## src/rtl/i2s_receiver.sv

```systemverilog
// i2s_receiver: Philips I2S deserialiser producing MSB-aligned left/right pairs.
// Tolerates any slot length; short slots are zero-padded and flagged.
module i2s_receiver #(
    parameter int DATA_WIDTH = 16
) (
    input  logic                  serial_clk,
    input  logic                  reset,
    input  logic                  word_select,
    input  logic                  sound_bit_in,
    output logic [DATA_WIDTH-1:0] left_sample,
    output logic [DATA_WIDTH-1:0] right_sample,
    output logic                  sample_valid,
    output logic                  slot_error,
    output logic                  locked
);

    localparam int CW = $clog2(DATA_WIDTH + 1);
    localparam logic [CW-1:0] FULL = CW'(DATA_WIDTH);

    typedef enum logic [1:0] {
        SYNC,
        LEFT,
        RIGHT
    } state_t;

    state_t                  state_q, state_d;
    logic                    ws_q;
    logic [CW-1:0]           cnt_q, cnt_d;
    logic [DATA_WIDTH-1:0]   shift_q, shift_d;
    logic [DATA_WIDTH-1:0]   hold_q, hold_d;
    logic [DATA_WIDTH-1:0]   left_q, left_d;
    logic [DATA_WIDTH-1:0]   right_q, right_d;
    logic                    valid_q, valid_d;
    logic                    err_q, err_d;
    logic                    locked_q, locked_d;

    logic                    fall, rise, short_slot;
    logic [CW-1:0]           cap_cnt;
    logic [DATA_WIDTH-1:0]   cap_shift, closed;

    // Bit capture (saturating), slot-close alignment and FSM next state.
    always_comb begin
        fall      = ws_q & ~word_select;
        rise      = ~ws_q & word_select;
        cap_shift = shift_q;
        cap_cnt   = cnt_q;
        if (cnt_q < FULL) begin
            cap_shift = {shift_q[DATA_WIDTH-2:0], sound_bit_in};
            cap_cnt   = cnt_q + 1'b1;
        end
        closed     = cap_shift << (FULL - cap_cnt);
        short_slot = cap_cnt < FULL;

        state_d  = state_q;
        cnt_d    = cnt_q;
        shift_d  = shift_q;
        hold_d   = hold_q;
        left_d   = left_q;
        right_d  = right_q;
        valid_d  = 1'b0;
        err_d    = 1'b0;
        locked_d = locked_q;

        unique case (state_q)
            SYNC: begin
                if (fall) begin
                    state_d  = LEFT;
                    cnt_d    = '0;
                    shift_d  = '0;
                    locked_d = 1'b1;
                end
            end
            LEFT: begin
                if (rise) begin
                    hold_d  = closed;
                    err_d   = short_slot;
                    cnt_d   = '0;
                    shift_d = '0;
                    state_d = RIGHT;
                end else if (fall) begin
                    err_d   = 1'b1;
                    cnt_d   = '0;
                    shift_d = '0;
                end else begin
                    cnt_d   = cap_cnt;
                    shift_d = cap_shift;
                end
            end
            RIGHT: begin
                if (fall) begin
                    right_d = closed;
                    left_d  = hold_q;
                    valid_d = 1'b1;
                    err_d   = short_slot;
                    cnt_d   = '0;
                    shift_d = '0;
                    state_d = LEFT;
                end else begin
                    cnt_d   = cap_cnt;
                    shift_d = cap_shift;
                end
            end
            default: state_d = SYNC;
        endcase
    end

    // State and output registers; reset drops any partial slot.
    always_ff @(posedge serial_clk) begin
        if (reset) begin
            state_q  <= SYNC;
            ws_q     <= 1'b1;
            cnt_q    <= '0;
            shift_q  <= '0;
            hold_q   <= '0;
            left_q   <= '0;
            right_q  <= '0;
            valid_q  <= 1'b0;
            err_q    <= 1'b0;
            locked_q <= 1'b0;
        end else begin
            state_q  <= state_d;
            ws_q     <= word_select;
            cnt_q    <= cnt_d;
            shift_q  <= shift_d;
            hold_q   <= hold_d;
            left_q   <= left_d;
            right_q  <= right_d;
            valid_q  <= valid_d;
            err_q    <= err_d;
            locked_q <= locked_d;
        end
    end

    assign left_sample  = left_q;
    assign right_sample = right_q;
    assign sample_valid = valid_q;
    assign slot_error   = err_q;
    assign locked       = locked_q;

endmodule

```

## config.mk

```make
export PLATFORM = sky130hd
export DESIGN_NAME = i2s_receiver
export DESIGN_NICKNAME = d
export VERILOG_FILES = /design/src/rtl/i2s_receiver.sv
export SDC_FILE = /design/constraint.sdc
export NUM_CORES = 1
export LEC_CHECK = 0
export CAP_MARGIN = 40
export CORE_MARGIN = 2
export CORE_UTILIZATION = 51
export DETAILED_ROUTE_END_ITERATION = 8
export PLACE_DENSITY = 0.78
export SYNTH_ARGS = -nofsm -noshare
export SYNTH_HDL_FRONTEND = slang
export SYNTH_SLANG_ARGS = --single-unit
```

## constraint.sdc

```tcl
create_clock -name serial_clk -period 2.6 [get_ports serial_clk]
set_input_delay 0.52 -clock serial_clk [delete_from_list [all_inputs] [get_ports serial_clk]]
set_output_delay 0.52 -clock serial_clk [all_outputs]
set_load 0.01 [all_outputs]
```

# After elaboration in Yosys (flattened, before gate mapping)
# Cells that the tools add are included.
# word_totals
mem_bits_ro	0
mem_bits_rw	0
regBits	75
latch_bits	0
output_inout_bits	35
memories	0
inputBits	4
wordCells	51
# classes
shifts	1
n_lt_le_gt_ge	2
bitwise	5
muxes	17
multipliers	0
n_reduce_logical	9
addsub	2
div	0
eq_ne	5
# op_table
cell	n
two-way mux 16 bit	4
case mux 16 bit (3 select lines)	1
two-way mux 5 bit	4
left shift 16 x 5 -> 16 bit	1
case mux 5 bit (3 select lines)	1
< comparator 5 bit, second input constant	2
AND reduction 2 bit	5
adder 5 x 1 -> 5 bit, second input constant	1
subtractor 5 bit, first input constant	1
two-way mux 2 bit	2
inequality test 2 bit, second input constant	2
case mux 2 bit (2 select lines)	1
OR reduction 2 bit	2
two-way mux 1 bit	3
NOT 1 bit	3
nonzero test 3 bit	1
AND 1 bit	2
== test 2 x 1 -> 1 bit, second input constant	1
== test 2 bit, second input constant	1
logical NOT 2 bit	1
inequality test 2 x 1 -> 1 bit, second input constant	1
case mux 1 bit (2 select lines)	1

# Depth between registers and ports, before layout
# depth
ltp_word	5
mapped_depth	11
depth_no_buf	9

# Worst setup path before layout
# Ideal clock, no wire load.
# synth_timing
kind	register -> register
from	reg cnt_q[4]
to	reg hold_q[2]
setup_time_ns	0.065
path_buffers	3
synth_period_minus_slack_ns	2.617
stages_incl_launch_ff	11
arrival_time_ns	2.552
setup_slack_ns	-0.017
required_time_ns	2.535
cell_sequence	dfxtp_1 -> buf_4 -> buf_2 -> mux2i_1 -> ha_1 -> clkbuf_1 -> inv_2 -> mux2_2 -> or4_1 -> o21a_1 -> nor2_1
# synth_between
elab_chain_cells	4
elab_cells_between_ends	6
classes_between	2 x add/sub; 1 x order compare; 1 x shift; 2 x mux
# synth_rtl
item	line_no	rtl
start: declaration	28	logic [CW-1:0] cnt_q, cnt_d;
start signal: assignment	123	cnt_q <= cnt_d;
adder 5 x 1 -> 5 bit or < comparator 5 bit (tied branches)	49, 47	
two-way mux 5 bit	47	if (cnt_q < FULL) begin
subtractor 5 bit	51	closed = cap_shift << (FULL - cap_cnt);
left shift 16 x 5 -> 16 bit *	51	
end signal: assignment	125	hold_q <= hold_d;
end: declaration	30	logic [DATA_WIDTH-1:0] hold_q, hold_d;
# Mark *: on every way between the ends. The rest lies on a longest branch, timed or not.
# A chain may end at the register's enable or synchronous reset.

# Worst setup path after layout
# layout_timing
from	reg cnt_q[1]
to	reg right_q[14], in the netlist right_sample[14]
# layout_between
elab_chain_cells	4
elab_cells_between_ends	6
classes_between	2 x add/sub; 1 x order compare; 1 x shift; 2 x mux
# layout_rtl
item	line_no	rtl
adder 5 x 1 -> 5 bit or < comparator 5 bit (tied branches)	49, 47	
two-way mux 5 bit	47	
subtractor 5 bit	51	
left shift 16 x 5 -> 16 bit *	51	
end signal: assignment	127	right_q <= right_d;
end: declaration	32	logic [DATA_WIDTH-1:0] right_q, right_d;
# Marks and branches as above.

==> results_dict.tcl <==
set metrics [dict create \
    status "finished clean" \
    switching_share 0.271 \
    cts_max_level 3 \
    drv_slew 0 \
    finalCritPeriodShare 0.961 \
    synth_enable_flop_cells 0 \
    vias_per_cell 5.57 \
    ir_drop_mv 0.300 \
    path_class "flip-flop to flip-flop" \
    sequentialPowerShare 0.538 \
    antennaDiodeCount 0 \
    async_flop_share 0 \
    drive_gt1_frac 0.191 \
    slowest_stage "mux4_2" \
    totalPowerFinal_w 0.00215 \
    synth_nets 429 \
    power.leakage_nw 1.73 \
    grt_usage 0.218 \
    clk_pin_slew_worst_paths_ns 0.10 \
    timing.slew.headroom 0.582 \
    grt_pass1_wl_um 14400 \
    drt-initial-drc-count 167 \
    dieArea_um2 8190 \
    fillers 613 \
    synth_warnings 0 \
    path_cells "ha_4 -> mux2i_2 -> ha_2 -> xnor2_4 -> xor2_4 -> mux4_2 -> mux2i_2 -> a22o_1" \
    cts_buffers 9 \
    gp_congestion 0.835 \
    synth.distinct_cells 46 \
    rows 31 \
    maxCapViolations 0 \
    clkPwrFrac 0.408 \
    wl_um 8510 \
    grt_pass1_vias 3047 \
    syn-mean-instance-area_um2 9.13 \
    fmax_ghz 0.400 \
    clk_path_buf_depth 2 \
    grt_max_degree 35 \
    fin_setup_tns_ns 0 \
    synthCells 418 \
    max_slew.worst_pin.slew_ns 0.626 \
    setup_viol 0 \
    cts_tree "yes" \
    p_switching_w 0.000583 \
    ys_seq_area_frac 0.393 \
    fin_crit_ns 2.50 \
    chipWidth_um 90.5 \
    fin_nets 482 \
    antenna_found_initial 0 \
    start_util 0.526 \
    worstPathRequired_ns 2.92 \
    insertion_delay_ns 0.38 \
    path_max_fanout 5 \
    cp-end-kind "flip-flop" \
    die_h_um 90.5 \
    dr.pass1.iters 4 \
    fp.coreArea_um2 7250 \
    clock-sinks 75 \
    max_stage_delay_ns 0.59 \
    postRouteAntennaNets 0 \
    cpMostUsedCell "mux2i_2" \
    pwr-share-comb 0.053 \
    port_buffers 38 \
    dp_hpwl_um 6100 \
    arrival_ns 2.82 \
    synth_area_um2 3820 \
    p_int_w 0.00157 \
    drc_errors 0 \
    seq_area_um2 1500 \
    hold_viol 0 \
    multi_input_area_um2 2180 \
    num_io_pins 39 \
    power.density_nw_per_um2 463 \
    grt.overflow.total 0 \
    hold_buffers 0 \
    timing.hold.ws_ns 0.447 \
    worst_hold_path_type "flip-flop to flip-flop" \
    root_buffer "clkbuf_8" \
    dr_total_vias 3201 \
    synth-seq-cells 75 \
    cp-start-kind "flip-flop" \
    fin_skew_ns 0.0155 \
    synth-main-ff-cell "dfxtp_1" \
    area_growth_pct 21.8 \
    routedWlPerCell_um 14.8 \
]
per-stage QoR:
stage	std cells	utilization	setup WS [ns]	instance area, um2
after CTS	573	0.635	0.0267	4600
after floorplan	418	-	0.000909	3820
after detailed placement	554	0.603	-0.00937	4370
after global routing	575	0.641	-0.0234	4650
final	575	0.641	0.101	4650
after global placement	553	0.602	-0.0735	4370
worst max-delay path: cells and delay by family (launching register included):
family / cells / cell delay (ns)
AOI/OAI and AO/OA: 1 / 0.17
DFF: 1 / 0.34
muxes: 3 / 0.98
xor gates and xnor gates: 2 / 0.44
adders and majority gates: 2 / 0.52
layout by cell type, fill, tap and decap left out, drive strengths merged:
cell type and n:
dfxtp 75, nand2 58, nor2 56, clkdlybuf4s50 37, a21oi 32, buf 32
nor3 28, mux2i 22, a22oi 21, mux2 14, mux4 10, inv 10
clkbuf 9, ha 7, a2bb2oi 6, a22o 6, nor2b 5, xnor2 5
o21ai 5, a21o 4, o21a 4, or3 4, xor2 4, clkinv 3
and2 2, nand2b 2, nor4 2, o41ai 2, nand4b 1, and3 1
nand3 1, nor4b 1, a31oi 1, or4 1, o211ai 1, or2 1
a221oi 1, nor3b 1, clkinvlp 1
metal layers:
metal  up-vias  routed length, um  GRT usage
met5         -                  0          0
met1      1524               3820      0.270
met2        75               4110      0.355
li1       1583                  -          -
met4         0                227     0.0910
met3        19                358     0.0626
cells in the mapped netlist, drive strengths merged, types with 2 or more instances:
master	n	share of area
a2bb2oi	6	0.014
mux2	14	0.041
xnor2	5	0.021
a21oi	32	0.042
mux2i	22	0.058
clkbuf	17	0.017
nor2b	5	0.0082
a22o	6	0.014
mux4	10	0.059
xor2	4	0.021
nand2b	2	0.0033
and2	2	0.0033
o21a	4	0.0079
a21o	4	0.0079
buf	10	0.019
o21ai	5	0.0066
nor4	2	0.0033
nor3	28	0.037
inv	6	0.0059
ha	7	0.023
or3	4	0.0066
nand2	58	0.057
dfxtp	75	0.39
a22oi	21	0.041
o41ai	2	0.0046
nor2	56	0.056
kinds of logic (layout without fill, tap and decap cells):
logic type,after synthesis,count (layout),share of synthesized area
flip-flops,75,75,0.393
multiplexers,46,46,0.158
AND/OR/NAND/NOR,164,164,0.193
AO/OA/AOI/OAI,83,83,0.148
XOR/XNOR,9,9,0.0423
adder cells (fa/ha/maj),7,7,0.0229
buffers and inverters,34,92,0.0429
registers in the layout, summed over array words and instances, names as in the netlist:
register,cells
hold_q,16
shift_q,16
ws_q,1
right_sample,16
slot_error,1
sample_valid,1
cnt_q,5
left_sample,16
state_q,2
locked,1
power groups by stage:
stage               clock network (W)  logic (W)  registers, W
floorplan                           0  0.0000753       0.00118
global placement                    0   0.000107       0.00118
CTS                          0.000896   0.000112       0.00116
finish                       0.000878   0.000114       0.00116
detailed placement                  0   0.000111       0.00118
global route                 0.000945   0.000126       0.00116
area by class of cell:
class	instances	area share
Multi-Input combinational cell	309	0.469
Sequential cell	75	0.324
Timing Repair Buffer	69	0.134
Clock buffer	9	0.0266
Tap cell	99	0.0266
Clock inverter	7	0.0145
Inverter	7	0.00592
repair_timing:
item	CTS	global route
setup buffers	3	2
endpoints found under the setup margin	3	20
gates resized for setup	1	7
endpoints found under the hold margin	0	0
pin swaps	1	5
final timing paths:
| path | slack, ns | start | to | cells after the start |
|---|---|---|---|---|
| worst min register to register | 0.45 | hold_q[3]$_SDFFE_PP0P_ | left_sample[3]$_SDFFE_PP0P_ | 2 |
| worst max-delay path | 0.10 | cnt_q[1]$_SDFFE_PP0P_ | right_sample[14]$_SDFFE_PP0P_ | 8 |
| worst min-delay path | 0.45 | hold_q[3]$_SDFFE_PP0P_ | left_sample[3]$_SDFFE_PP0P_ | 2 |
| worst max register to register | 0.10 | cnt_q[1]$_SDFFE_PP0P_ | right_sample[14]$_SDFFE_PP0P_ | 8 |
Note: power is estimated with default switching activity, not from simulation.
==> variant (same flow settings) <==
Take the reset off `shift_q` and `hold_q` and load them in a clocked block of their own.
--- a/src/rtl/i2s_receiver.sv
+++ b/src/rtl/i2s_receiver.sv
@@ -110,8 +110,6 @@
             state_q  <= SYNC;
             ws_q     <= 1'b1;
             cnt_q    <= '0;
-            shift_q  <= '0;
-            hold_q   <= '0;
             left_q   <= '0;
             right_q  <= '0;
             valid_q  <= 1'b0;
@@ -121,14 +119,17 @@
             state_q  <= state_d;
             ws_q     <= word_select;
             cnt_q    <= cnt_d;
-            shift_q  <= shift_d;
-            hold_q   <= hold_d;
             left_q   <= left_d;
             right_q  <= right_d;
             valid_q  <= valid_d;
             err_q    <= err_d;
             locked_q <= locked_d;
         end
+    end
+
+    always_ff @(posedge serial_clk) begin
+        shift_q <= shift_d;
+        hold_q  <= hold_d;
     end
 
     assign left_sample  = left_q;
Behaviour: no difference found for any inputs over 10 cycles, from zero or initial values and one cycle with reset high; that may be too few to reach the edited logic, so the function may still have changed.
==> variant against the original RTL <==
Sequential cell count unchanged; synthesized area grew 7.1%; routed wire length rose by 3.7%; die area is 6.8% higher; final area is 8.3% higher; final cell count fell by 2.8%; power rose by 18%; combinational power up 70%; global-route usage is 0.55 points lower; highest routed layer unchanged; worst setup slack gained 0.0074 ns.
==> variant: results (changes against the original RTL) <==
Cell family contributing the most delay on the critical path: multiplexers. The post-placement cell count was 541 (-2.3%); the wire length per cell after detailed routing was 15.8 um (+6.6%). The async set-or-reset flop fraction in the synthesized netlist works out to 0% (unchanged).

The largest individual stage delay along the critical path comes from the cell mux4_2. The static leakage is 1.80 nW (+4.0%), and the total half-perimeter wirelength after legalization and detailed placement is 6.36 mm (+4.3%). The number of antenna violations at the first check in global routing is 0 (unchanged), and the clock-pin slew of the registers on the worst-case setup and hold paths is 0.09 ns.

The detailed-routing iteration count for the pre-antenna-repair pass came out at 4 (unchanged). The number of enable-type register cells in the synthesized netlist was 32 (+32); the portion of synthesized cell area occupied by the leading cell type was 23.5% (-16 points). The tools report the sequential area share after synthesis as 44.6% (+5.2 points).

The number of global-route vias before repair is 2995 (-1.7%), and the number of input and output port buffers inserted is 38 (unchanged). The run gives 9 (unchanged) as the number of buffers created by CTS. The share of layout cells above drive strength 1 was 19.5% (+0.36 points). The pin count of the biggest net entering global routing was 36 (+2.9%).

The tools report the clock tree buffer depth as 2 (unchanged). The most used flip-flop cell after synthesis is dfxtp_1. The largest stage delay on the critical path is 0.54 ns (-0.05 ns), and the net switching component of the power is 618 uW (+6.0%). Violation count after the first detailed-routing iteration: 203 (+22%). CTS H-tree depth: 3 (unchanged). The tools report the Yosys warning count as 0 (unchanged). The logs give 0.35 ns (-0.03 ns) for the source-to-sink clock delay at the later pin of the worst-skew pair and 463 (-3.9%) for the number of nets at the end of the flow.

The highest ir drop seen on vdd is 0.295 mV (-1.6%), and the total routing usage reported by global routing is 21.2% (-0.55 points). The synthesized netlist net count is 413 (-3.7%), and the headroom to the max-slew limit is 48.4% (-9.8 points). Yosys attributes the largest share of cell area to edfxtp_1 24%, dfxtp_1 21%, mux2i_1 8.6%. The total number of vias was 3152 (-1.5%). For the maximum clock skew at final layout, the log shows 0.0125 ns (-0.00295 ns). The first-pass GRT wire length was 14.7 mm (+1.8%); the global placement routability congestion was 0.916 (+9.6%). Ranked by instance count, the synthesized netlist is headed by 49 x nand2_1, 43 x dfxtp_1, 40 x nor2_1, 36 x a21oi_1, 35 x mux2i_1. The logs give 0 (unchanged) for the antenna diode count and 49 (+6.5%) for the number of library cell types mapped by synthesis. The path type of the worst min-delay path was reg2reg. The clock root buffer master is clkbuf_8. The top fanout value on the critical path was 2 (-3).

The tools report the routed wire length as 8.83 mm (+3.7%). The flow ran to the end, and the final reports show no timing, DRC or antenna violations. The mean cell area of the mapped netlist was 10.2 um^2 (+11%).
-- variant: worst paths after layout --
path	depth (start not counted)	to	start	slack, ns
max	8	right_sample[15]	cnt_q[0]	0.11
min	2	left_sample[1]	left_sample[1]	0.46
max reg2reg	8	right_sample[15]	cnt_q[0]	0.11
min reg2reg	2	left_sample[1]	left_sample[1]	0.46
-- variant: timing repair --
item,CTS,global route
endpoints found under the setup margin,4,23
setup buffers,0,2
gates cloned,0,0
pin swaps,0,2
resized for setup,1,8
-- variant: area by class of cell --
type,count,area (um^2)
Fill cell,595,2730
Multi-Input combinational cell,292,2140
Sequential cell,75,1830
Timing Repair Buffer,67,668
Clock buffer,11,174
Tap cell,102,128
Clock inverter,5,70.1
Inverter,7,26.3
-- variant: power groups by stage --
stage | Sequential [mW] | Combinational, mW | Clock, mW
finish | 1.28 | 0.194 | 1.07
global route | 1.29 | 0.214 | 1.12
global placement | 1.31 | 0.186 | 0
CTS | 1.28 | 0.192 | 1.08
floorplan | 1.30 | 0.133 | 0
detailed placement | 1.31 | 0.190 | 0
-- variant: kinds of logic (layout without fill, tap and decap cells) --
family                   after synthesis  count (layout)  share of synthesized area, %
XOR/XNOR                               9               9                          2.75
buffers and inverters                 35              90                          3.86
AND/OR/NAND/NOR                      144             144                          17.2
flip-flops                            75              75                          44.6
AO/OA/AOI/OAI                         67              67                          9.64
adder cells (fa/ha/maj)                7               7                          2.14
multiplexers                          65              65                          19.9
-- variant: metal layers --
metal	wire, um	vias to the layer above	track usage [%]
met5	0	-	0
met4	147	0	7.73
met3	421	15	3.87
met2	4300	95	34.7
met1	3960	1500	28.4
li1	-	1542	-
-- variant: worst min-delay path, stage by stage (launching register included) --
cell     delay, ns
dfxtp_1       0.32
nand2_1       0.05
a21oi_1       0.05
-- variant: per-stage QoR --
step / setup WS [ns] / instance area [um^2]
floorplan: -0.0669 / 4140
global placement: 0.0743 / 4730
detailed placement: -0.00807 / 4730
CTS: 0.0160 / 4980
global route: 0.00663 / 5030
finish: 0.108 / 5030
